**src/rtl/spi_pkg.sv**
```systemverilog
// Shared definitions for the configurable SPI master.
//   spi_state_e : transfer sequencer states
//   CPOL_BIT/CPHA_BIT : bit positions inside the 2-bit mode word {CPOL,CPHA}
//   div_w()     : width of a counter that must hold CLK_DIV-1
package spi_pkg;

    typedef enum logic [1:0] {
        IDLE  = 2'd0,
        LEAD  = 2'd1,
        XFER  = 2'd2,
        TRAIL = 2'd3
    } spi_state_e;

    localparam int unsigned CPOL_BIT = 1;
    localparam int unsigned CPHA_BIT = 0;

    // At least one bit so CLK_DIV=1 and CLK_DIV=2 still get a legal counter.
    function automatic int unsigned div_w(input int unsigned div);
        return (div > 2) ? int'($clog2(div)) : 1;
    endfunction

endpackage

```
**src/rtl/spi_clk_div.sv**
```systemverilog
// Half-period timer for SCLK generation.
//   clk, rst : system clock, synchronous active-high reset
//   clear    : reload the counter to DIV-1 (held while not shifting)
//   en       : count down one step per clk
//   tick_c   : combinational one-cycle strobe when the count reaches zero
module spi_clk_div
    import spi_pkg::*;
#(
    parameter int unsigned DIV   = 4,
    parameter int unsigned DIV_W = 2
) (
    input  logic clk,
    input  logic rst,
    input  logic clear,
    input  logic en,
    output logic tick_c
);

    localparam logic [DIV_W-1:0] RELOAD = DIV_W'(DIV - 1);

    logic [DIV_W-1:0] cnt;

    // Down-counter reloads on every strobe so strobes are DIV clk cycles apart.
    always_ff @(posedge clk) begin
        if (rst || clear) begin
            cnt <= RELOAD;
        end else if (en) begin
            cnt <= (cnt == '0) ? RELOAD : cnt - DIV_W'(1);
        end
    end

    assign tick_c = en && (cnt == '0);

endmodule

```
**src/rtl/spi_master_cfg.sv**
```systemverilog
// SPI master with internal SCLK divider, per-transfer CPOL/CPHA and
// parametrised word width, MSB first.
//   clk, rst          : system clock, synchronous active-high reset
//   start             : transfer request, accepted only while busy=0
//   tx_data/ss_sel/mode : word, slave index and {CPOL,CPHA}, latched on accept
//   busy, done        : in-progress flag and one-cycle completion pulse
//   rx_data           : received word, updated on the done cycle
//   miso, mosi, sclk, ss_n : SPI bus (ss_n active low, one bit per slave)
module spi_master_cfg
    import spi_pkg::*;
#(
    parameter  int unsigned DATA_W   = 16,
    parameter  int unsigned CLK_DIV  = 4,
    parameter  int unsigned NUM_SS   = 1,
    localparam int unsigned SS_IDX_W = (NUM_SS > 1) ? $clog2(NUM_SS) : 1
) (
    input  logic                clk,
    input  logic                rst,
    input  logic                start,
    input  logic [DATA_W-1:0]   tx_data,
    input  logic [SS_IDX_W-1:0] ss_sel,
    input  logic [1:0]          mode,
    output logic                busy,
    output logic                done,
    output logic [DATA_W-1:0]   rx_data,
    input  logic                miso,
    output logic                mosi,
    output logic                sclk,
    output logic [NUM_SS-1:0]   ss_n
);

    localparam int unsigned      DIV_W   = div_w(CLK_DIV);
    localparam int unsigned      CNT_W   = $clog2(2 * DATA_W);
    localparam logic [DIV_W-1:0] PH_LOAD = DIV_W'(CLK_DIV - 1);
    localparam logic [CNT_W-1:0] LAST    = CNT_W'(2 * DATA_W - 1);

    spi_state_e          state, state_d;
    logic [DATA_W-1:0]   tx_sh, tx_sh_d;
    logic [DATA_W-1:0]   rx_sh, rx_sh_d;
    logic [1:0]          mode_q, mode_d;
    logic [SS_IDX_W-1:0] sel_q, sel_d;
    logic [DIV_W-1:0]    ph, ph_d;
    logic [CNT_W-1:0]    ecnt, ecnt_d;
    logic                busy_d, done_d, mosi_d, sclk_d;
    logic [DATA_W-1:0]   rx_data_d;
    logic [NUM_SS-1:0]   ss_n_d;
    logic                tick_c, sample, shift;

    spi_clk_div #(
        .DIV   (CLK_DIV),
        .DIV_W (DIV_W)
    ) u_clk_div (
        .clk    (clk),
        .rst    (rst),
        .clear  (state != XFER),
        .en     (state == XFER),
        .tick_c (tick_c)
    );

    // Register bank: sequencer state plus all registered outputs.
    always_ff @(posedge clk) begin
        if (rst) begin
            state   <= IDLE;
            tx_sh   <= '0;
            rx_sh   <= '0;
            mode_q  <= '0;
            sel_q   <= '0;
            ph      <= '0;
            ecnt    <= '0;
            busy    <= 1'b0;
            done    <= 1'b0;
            rx_data <= '0;
            mosi    <= 1'b0;
            sclk    <= 1'b0;
            ss_n    <= '1;
        end else begin
            state   <= state_d;
            tx_sh   <= tx_sh_d;
            rx_sh   <= rx_sh_d;
            mode_q  <= mode_d;
            sel_q   <= sel_d;
            ph      <= ph_d;
            ecnt    <= ecnt_d;
            busy    <= busy_d;
            done    <= done_d;
            rx_data <= rx_data_d;
            mosi    <= mosi_d;
            sclk    <= sclk_d;
            ss_n    <= ss_n_d;
        end
    end

    // Next-state and next-output logic.
    always_comb begin
        state_d   = state;
        tx_sh_d   = tx_sh;
        rx_sh_d   = rx_sh;
        mode_d    = mode_q;
        sel_d     = sel_q;
        ph_d      = ph;
        ecnt_d    = ecnt;
        sclk_d    = sclk;
        done_d    = 1'b0;
        rx_data_d = rx_data;
        sample    = 1'b0;
        shift     = 1'b0;

        unique case (state)
            IDLE: begin
                sclk_d = mode_q[CPOL_BIT];
                if (start) begin
                    state_d = LEAD;
                    tx_sh_d = tx_data;
                    rx_sh_d = '0;
                    mode_d  = mode;
                    sel_d   = ss_sel;
                    ph_d    = PH_LOAD;
                    sclk_d  = mode[CPOL_BIT];
                end
            end
            LEAD: begin
                if (ph == '0) begin
                    state_d = XFER;
                    ecnt_d  = '0;
                end else begin
                    ph_d = ph - DIV_W'(1);
                end
            end
            XFER: begin
                if (tick_c) begin
                    sclk_d = ~sclk;
                    // ecnt counts strobes already taken, so ecnt[0]==0 marks an odd strobe.
                    if (mode_q[CPHA_BIT]) begin
                        sample = ecnt[0];
                        shift  = !ecnt[0] && (ecnt != '0);
                    end else begin
                        sample = !ecnt[0];
                        shift  = ecnt[0] && (ecnt != LAST);
                    end
                    if (sample) rx_sh_d = {rx_sh[DATA_W-2:0], miso};
                    if (shift)  tx_sh_d = {tx_sh[DATA_W-2:0], 1'b0};
                    if (ecnt == LAST) begin
                        state_d = TRAIL;
                        ph_d    = PH_LOAD;
                    end else begin
                        ecnt_d = ecnt + CNT_W'(1);
                    end
                end
            end
            TRAIL: begin
                if (ph == '0) begin
                    state_d   = IDLE;
                    done_d    = 1'b1;
                    rx_data_d = rx_sh;
                end else begin
                    ph_d = ph - DIV_W'(1);
                end
            end
            default: state_d = IDLE;
        endcase

        busy_d = (state_d != IDLE);
        mosi_d = busy_d & tx_sh_d[DATA_W-1];
        // An out-of-range index simply matches no bit.
        for (int unsigned i = 0; i < NUM_SS; i++) begin
            ss_n_d[i] = !(busy_d && (sel_d == SS_IDX_W'(i)));
        end
    end

endmodule

```
**config.mk**
```make
export PLATFORM = sky130hd
export DESIGN_NAME = spi_master_cfg
export DESIGN_NICKNAME = d
export VERILOG_FILES = /design/src/rtl/spi_pkg.sv /design/src/rtl/spi_clk_div.sv /design/src/rtl/spi_master_cfg.sv
export SDC_FILE = /design/constraint.sdc
export NUM_CORES = 1
export LEC_CHECK = 0
export CAP_MARGIN = 20
export CORE_UTILIZATION = 56
export DETAILED_ROUTE_END_ITERATION = 16
export GPL_TIMING_DRIVEN = 1
export PLACE_DENSITY = 0.83
export SLEW_MARGIN = 30
export SYNTH_ARGS = -nofsm -noshare
export SYNTH_HDL_FRONTEND = slang
export SYNTH_SLANG_ARGS = --single-unit
```
**constraint.sdc**
```tcl
create_clock -name clk -period 4.4 [get_ports clk]
set_input_delay 0.88 -clock clk [delete_from_list [all_inputs] [get_ports clk]]
set_output_delay 0.88 -clock clk [all_outputs]
set_load 0.05 [all_outputs]
```
==> impl_metrics.ini, run 1 <==
[timing]
rsz0062_at_grt = false
skew_ps = 11.9
period_minus_slack_ps = 2430
worst_slack_ps = 1970
finalCritPeriodShare_pct = 55.3
hold_violations = 0
drv_slew = 0
finalSetupViolCount = 0
tightestPinTransition_ps = 915
relSlewSlack_pct = 38.8
clock.fmax_mhz = 411
fin_setup_tns_ps = 0

[detailed_routing]
dr.pass1.iters = 13
viasPerCell = 6.15
drtIter0Drc = 194
route.detailed.drc = 2
antenna_left = 0
vias = 2183
drt-total-wl_mm = 5.99
wl_per_cell_um = 16.9

[global_route]
grt_pass1_wl_mm = 9.96
grt_overflow = 0
grt_max_degree = 31
grt_pass1_vias = 2129
antenna_found_initial = 0
track_usage_pct = 25.1

[power_and_ir_drop]
power.total_uw = 1480
cellPowerDensity_nw_per_um2 = 440
ir_drop_v = 0.000303
p_leak_uw = 0.00124

[logic_synthesis]
async_flop_share_pct = 0
synthFlopType = dfxtp_1
syn_area_per_cell_um2 = 10.1
ys_types = 43
netlist_area_um2 = 2680
synth_nets = 292
synthCells = 264
seq_area_frac_synth_pct = 50.1
yosys_register_bits = 67
synth_edf_count = 0
synth-warning-count = 0

[hold_path]
min_path_type = flip-flop to flip-flop
hold_depth = 1
hold_start = tx_sh[4]
min_to = tx_sh[4]

[die]
rows = 24
start_util_pct = 59.8
die_w_um = 71.1
core_area_um2 = 4470
pin_count = 44
chipHeight_um = 71.1
fp.dieArea_um2 = 5060

[clocking]
post_cts_buffers = 0
clk_pin_slew_worst_paths_ps = 70
cts_tree = done
cts_hold_buf = 0
cts-htree-levels = 3
clock-sinks = 67
cts.path.max_buffers = 2
insertion_delay_ps = 350
cts_resized = 0
numCtsBuffers = 9
root_buffer = clkbuf_8

[placement]
place_hpwl_mm = 3.84
place.gp.congestion = 0.817
post-place-ws_ps = 1320
io_buffers = 43

[setup_path]
slowest_stage = clkdlybuf4s50_1
worst-setup-path-type = flip-flop to output pin
slowest_delay_ps = 830
cp_top_family = buffers and inverters
crit_chain = clkdlybuf4s50_1
worstPathArrival_ps = 1550
critPathCaptureType = output pin
crit_path_max_fanout = 2
worstReg2RegEnd = rx_sh[0]
reg2reg_slack_ps = 2010
cp-start-kind = flip-flop
r2r_start = state[1]
reg2reg_depth = 4
required_ps = 3520
crit_buf_inv = 1

[run_status]
outcome = finished with violations
failed_checks = design-rule violations

[finish]
n_antenna_cell = 0
final_util_pct = 75.1
drive_above_1_share_pct = 9.90
syn_to_final_growth_pct = 25.6
final_nets = 326

[job]
cap_violations = 0
logic make-up after synthesis:
| family | synth area share (%) |
|---|---|
| muxes | 2.29 |
| AOI/OAI and AO/OA | 27.4 |
| buffers and inverters | 4.86 |
| adders and majority gates | 2.34 |
| DFF | 50.1 |
| xor gates and xnor gates | 0.981 |
| and+or+nand+nor | 12.0 |
cell type report:
| type | count | area, um2 |
|---|---|---|
| Sequential cell | 67 | 1340 |
| Multi-Input combinational cell | 165 | 1220 |
| Fill cell | 325 | 1110 |
| Timing Repair Buffer | 46 | 448 |
| Clock inverter | 7 | 125 |
| Clock buffer | 9 | 124 |
| Tap cell | 52 | 65.1 |
| Inverter | 9 | 33.8 |
cell usage after synthesis, drive strengths merged (2+ instances only):
library cell   n  area share, %
nor4bb         2           0.75
and3           3           0.70
clkbuf        17            2.4
nor3           3           0.56
a32oi         14            4.6
xor2           3           0.98
a21oi         14            2.6
o31a           2           0.65
nor2          14            2.0
o21ai         10            1.9
mux2i          5            1.9
a41o           2           0.75
o211ai         3           0.84
ha             5            2.3
buf            6            1.2
o41ai          3           0.98
nor3b          2           0.75
a311oi         4            1.3
nor2b          8            1.9
nand2         11            1.5
o2bb2ai       14            4.6
o31ai          2           0.56
nand4         10            2.3
inv            9            1.3
a22oi          2           0.56
dfxtp         67             50
a22o          16            5.2
a31o           2           0.98
placed cells by master, fill, tap and decap left out, types with 2 or more instances in the layout:
cell	netlist	routed
a22oi_1	2	2
xor2_1	3	3
bufinv_16	0	3
o31a_1	2	2
a41o_1	2	2
nand2_1	11	11
a21oi_1	14	14
inv_1	9	9
clkbuf_8	0	9
a22o_1	16	16
mux2i_1	5	5
ha_1	5	5
dfxtp_1	67	66
o2bb2ai_1	14	14
a32oi_1	14	14
clkinv_4	0	3
o21ai_0	10	10
o211ai_1	3	3
a311oi_1	4	4
nor2b_1	8	8
and3_1	3	3
o41ai_1	3	3
buf_4	0	3
clkdlybuf4s50_1	0	42
nor2_1	14	14
nand4_1	10	10
nor3_1	3	3
stage by stage:
step	hold slack (ps)	instances	area [um2]
finish	469	355	3360
global route	477	355	3360
CTS	468	355	3360
detailed placement	449	339	3110
global placement	446	339	3100
floorplan	430	264	2680
per-layer routing:
metal | vias to the layer above | GRT usage, % | part of all wire, %
li1 | 1081 | - | -
met1 | 1017 | 32.1 | 46
met2 | 77 | 40.3 | 49
met3 | 8 | 8.40 | 4.5
met4 | 0 | 7.11 | 1.3
met5 | - | 0 | 0
report_power, final:
| group | internal [uW] | switching (uW) | total, uW |
|---|---|---|---|
| sequential | 635 | 33.0 | 668 |
| clock | 381 | 252 | 633 |
| combinational | 70.4 | 108 | 179 |
sequential cells by signal (all words and copies together), names as in the netlist:
| register | count |
|---|---|
| ecnt | 5 |
| tx_sh | 16 |
| u_clk_div.cnt | 2 |
| sel_q | 1 |
| sclk | 1 |
| busy | 1 |
| mode_q | 2 |
| rx_data | 16 |
| rx_sh | 16 |
| mosi | 1 |
| done | 1 |
| ph | 2 |
| state | 2 |
| ss_n | 1 |
how the worst max path moves through the flow:
stage | from | to | slack [ps] | cells past startpoint
global placement | rst | rx_data[0] | 1110 | 3
global route | state[1] | rx_sh[0] | 1780 | 4
detailed placement | rst | rx_data[5] | 1320 | 3
CTS | rst | rx_data[5] | 1700 | 3
finish | rx_data[9] | rx_data[9] | 1970 | 1
floorplan | ecnt[0] | tx_sh[10] | 2340 | 8
Power figures use the tool's default switching activity.
==> inputs of run 2 (changes only) <==
- CORE_UTILIZATION: 56 -> 47
- PLACE_DENSITY: 0.83 -> 0.75
- clock period: 4.4 -> 2 ns (I/O delays scaled with it)
==> run 2 against run 1 <==
- the run now ends clean
- sequential power increased by 120%
- power up 120%
- sequential cell count did not move
- worst hold slack improved by 1.1 ps
- register-to-register slack worse by 2000 ps
- largest cell class unchanged
- largest power group unchanged
==> impl_metrics.ini, run 2 (synthesized netlist as in run 1, its figures left out) <==
[setup_path]
cp_top_family = simple AND/OR/NAND/NOR gates
r2r_start = ecnt[0]
crit_buf_inv = 1
slowest_stage = dfxtp_4
critPathCaptureType = flip-flop
crit_chain = ha_1 -> and3_1 -> ha_2 -> nor4bb_4 -> a31o_4 -> buf_4 -> a2111oi_2 -> a31o_2
reg2reg_depth = 8
slowest_delay_ps = 360
worst-setup-path-type = flip-flop to flip-flop
required_ps = 2240
worstPathArrival_ps = 2220
crit_path_max_fanout = 4
cp-startpoint = ecnt[0]
cp-start-kind = flip-flop
worstSetupPathDepth = 8

[detailed_routing]
vias = 2310
drt-total-wl_mm = 5.96
wl_per_cell_um = 14.9
drtIter0Drc = 153
route.detailed.drc = 0
dr.pass1.iters = 4
viasPerCell = 5.79
antenna_left = 0

[timing]
period_minus_slack_ps = 1980
worst_hold_slack_ps = 470
fin_setup_tns_ps = 0
clock.fmax_mhz = 505
finalCritPeriodShare_pct = 99.1
drv_slew = 0
skew_ps = 7.17
rsz0062_at_grt = true
tightestPinTransition_ps = 782
relSlewSlack_pct = 47.6
hold_violations = 0
finalSetupViolCount = 0

[global_route]
grt_pass1_wl_mm = 9.80
antenna_found_initial = 0
grt_overflow = 0
track_usage_pct = 21.0
grt_max_degree = 24
grt_pass1_vias = 2106

[clocking]
clock-sinks = 67
numCtsBuffers = 9
insertion_delay_ps = 350
cts.path.max_buffers = 2
cts-htree-levels = 3
clk_pin_slew_worst_paths_ps = 70
root_buffer = clkbuf_8
cts_tree = done
cts_hold_buf = 0

[power_and_ir_drop]
combinationalPowerShare_pct = 15.7
cellPowerDensity_nw_per_um2 = 865
p_sw_uw = 877
p_sw_share_pct = 27.4
p_leak_uw = 0.00140
power_frac_clock_pct = 39.4
p_seq_share_pct = 44.9
p_int_uw = 2320
ir_drop_v = 0.000737

[hold_path]
min_path_type = flip-flop to flip-flop
hold_depth = 1
hold_start = rx_sh[1]

[finish]
final_area_um2 = 3700
syn_to_final_growth_pct = 38.2
drive_above_1_share_pct = 19.9
final_util_pct = 67.2
final_cell_mix = dfxtp_1 (65), clkdlybuf4s50_1 (43), buf_4 (21), a22o_1 (16)
final_nets = 350
fillers = 416
reg_top3 = rx_data: 16 flops, rx_sh: 16 flops, tx_sh: 16 flops
fin_cells = 399
final_common_cell = dfxtp_1
n_antenna_cell = 0

[die]
start_util_pct = 48.6
fp.dieArea_um2 = 6000
chipHeight_um = 77.5
die_w_um = 77.5
pin_count = 44
rows = 27
core_area_um2 = 5510

[placement]
io_buffers = 43
place.gp.congestion = 0.770
place_hpwl_mm = 3.90
placed_area_um2 = 3300
placedCellCount = 377

[run_status]
outcome = finished, final reports clean

[job]
cap_violations = 0
[run 2: through the flow]
step | setup slack [ps] | total power (uW)
floorplan | 42.8 | 1750
global placement | -89.3 | 1920
detailed placement | -139 | 1940
CTS | 4.77 | 3200
global route | -52.9 | 3330
finish | 17.9 | 3200
[run 2: power groups by stage]
| stage | logic, uW | clock network [uW] | registers (uW) |
|---|---|---|---|
| after detailed placement | 471 | 0 | 1460 |
| after global placement | 462 | 0 | 1460 |
| after floorplan | 257 | 0 | 1500 |
| final | 503 | 1260 | 1440 |
| after CTS | 492 | 1280 | 1430 |
| after global routing | 543 | 1340 | 1440 |
[run 2: path summary, 6_finish.rpt]
kind	end	slack (ps)
setup / recovery	tx_sh[0]	20
hold / removal	rx_data[1]	470
setup reg to reg	tx_sh[0]	20
hold reg to reg	rx_data[1]	470
[run 2: worst reg2reg max path, delay by kind of cell, from the launching register on]
family / cells / cell delay (ps)
and+or+nand+nor: 2 / 510
AOI/OAI and AO/OA: 3 / 470
adders and majority gates: 2 / 390
DFF: 1 / 360
buffers and inverters: 1 / 140
[run 2: cell type report]
type	count	area, um2	share of cell area [%]
well taps	72	90.1	2.43
flip-flops and latches	67	1350	36.4
inverters	9	36.3	0.980
repair buffers	70	713	19.3
clock buffers	9	124	3.35
clock inverters	7	100	2.70
multi-input cells	165	1290	34.9
[run 2: layer usage]
| layer | GRT usage, % | vias to the layer above | part of all wire (%) | routed length (um) |
|---|---|---|---|---|
| li1 | - | 1136 | - | - |
| met2 | 33.1 | 54 | 47 | 2830 |
| met5 | 0 | - | 0 | 0 |
| met1 | 26.2 | 1113 | 47 | 2790 |
| met3 | 7.53 | 7 | 4.7 | 280 |
| met4 | 8.11 | 0 | 1.0 | 62 |
[run 2: repair_timing]
item,CTS,global route
gates resized for setup,14,10
pin swaps,2,10
cloned,1,1
setup endpoints to repair,17,17
setup buffers,4,0
==> inputs of run 3 (changes only) <==
- CAP_MARGIN: 20 -> 25
==> results of run 3 <==
The final DEF is identical to that of run 2; final timing and power are the same.
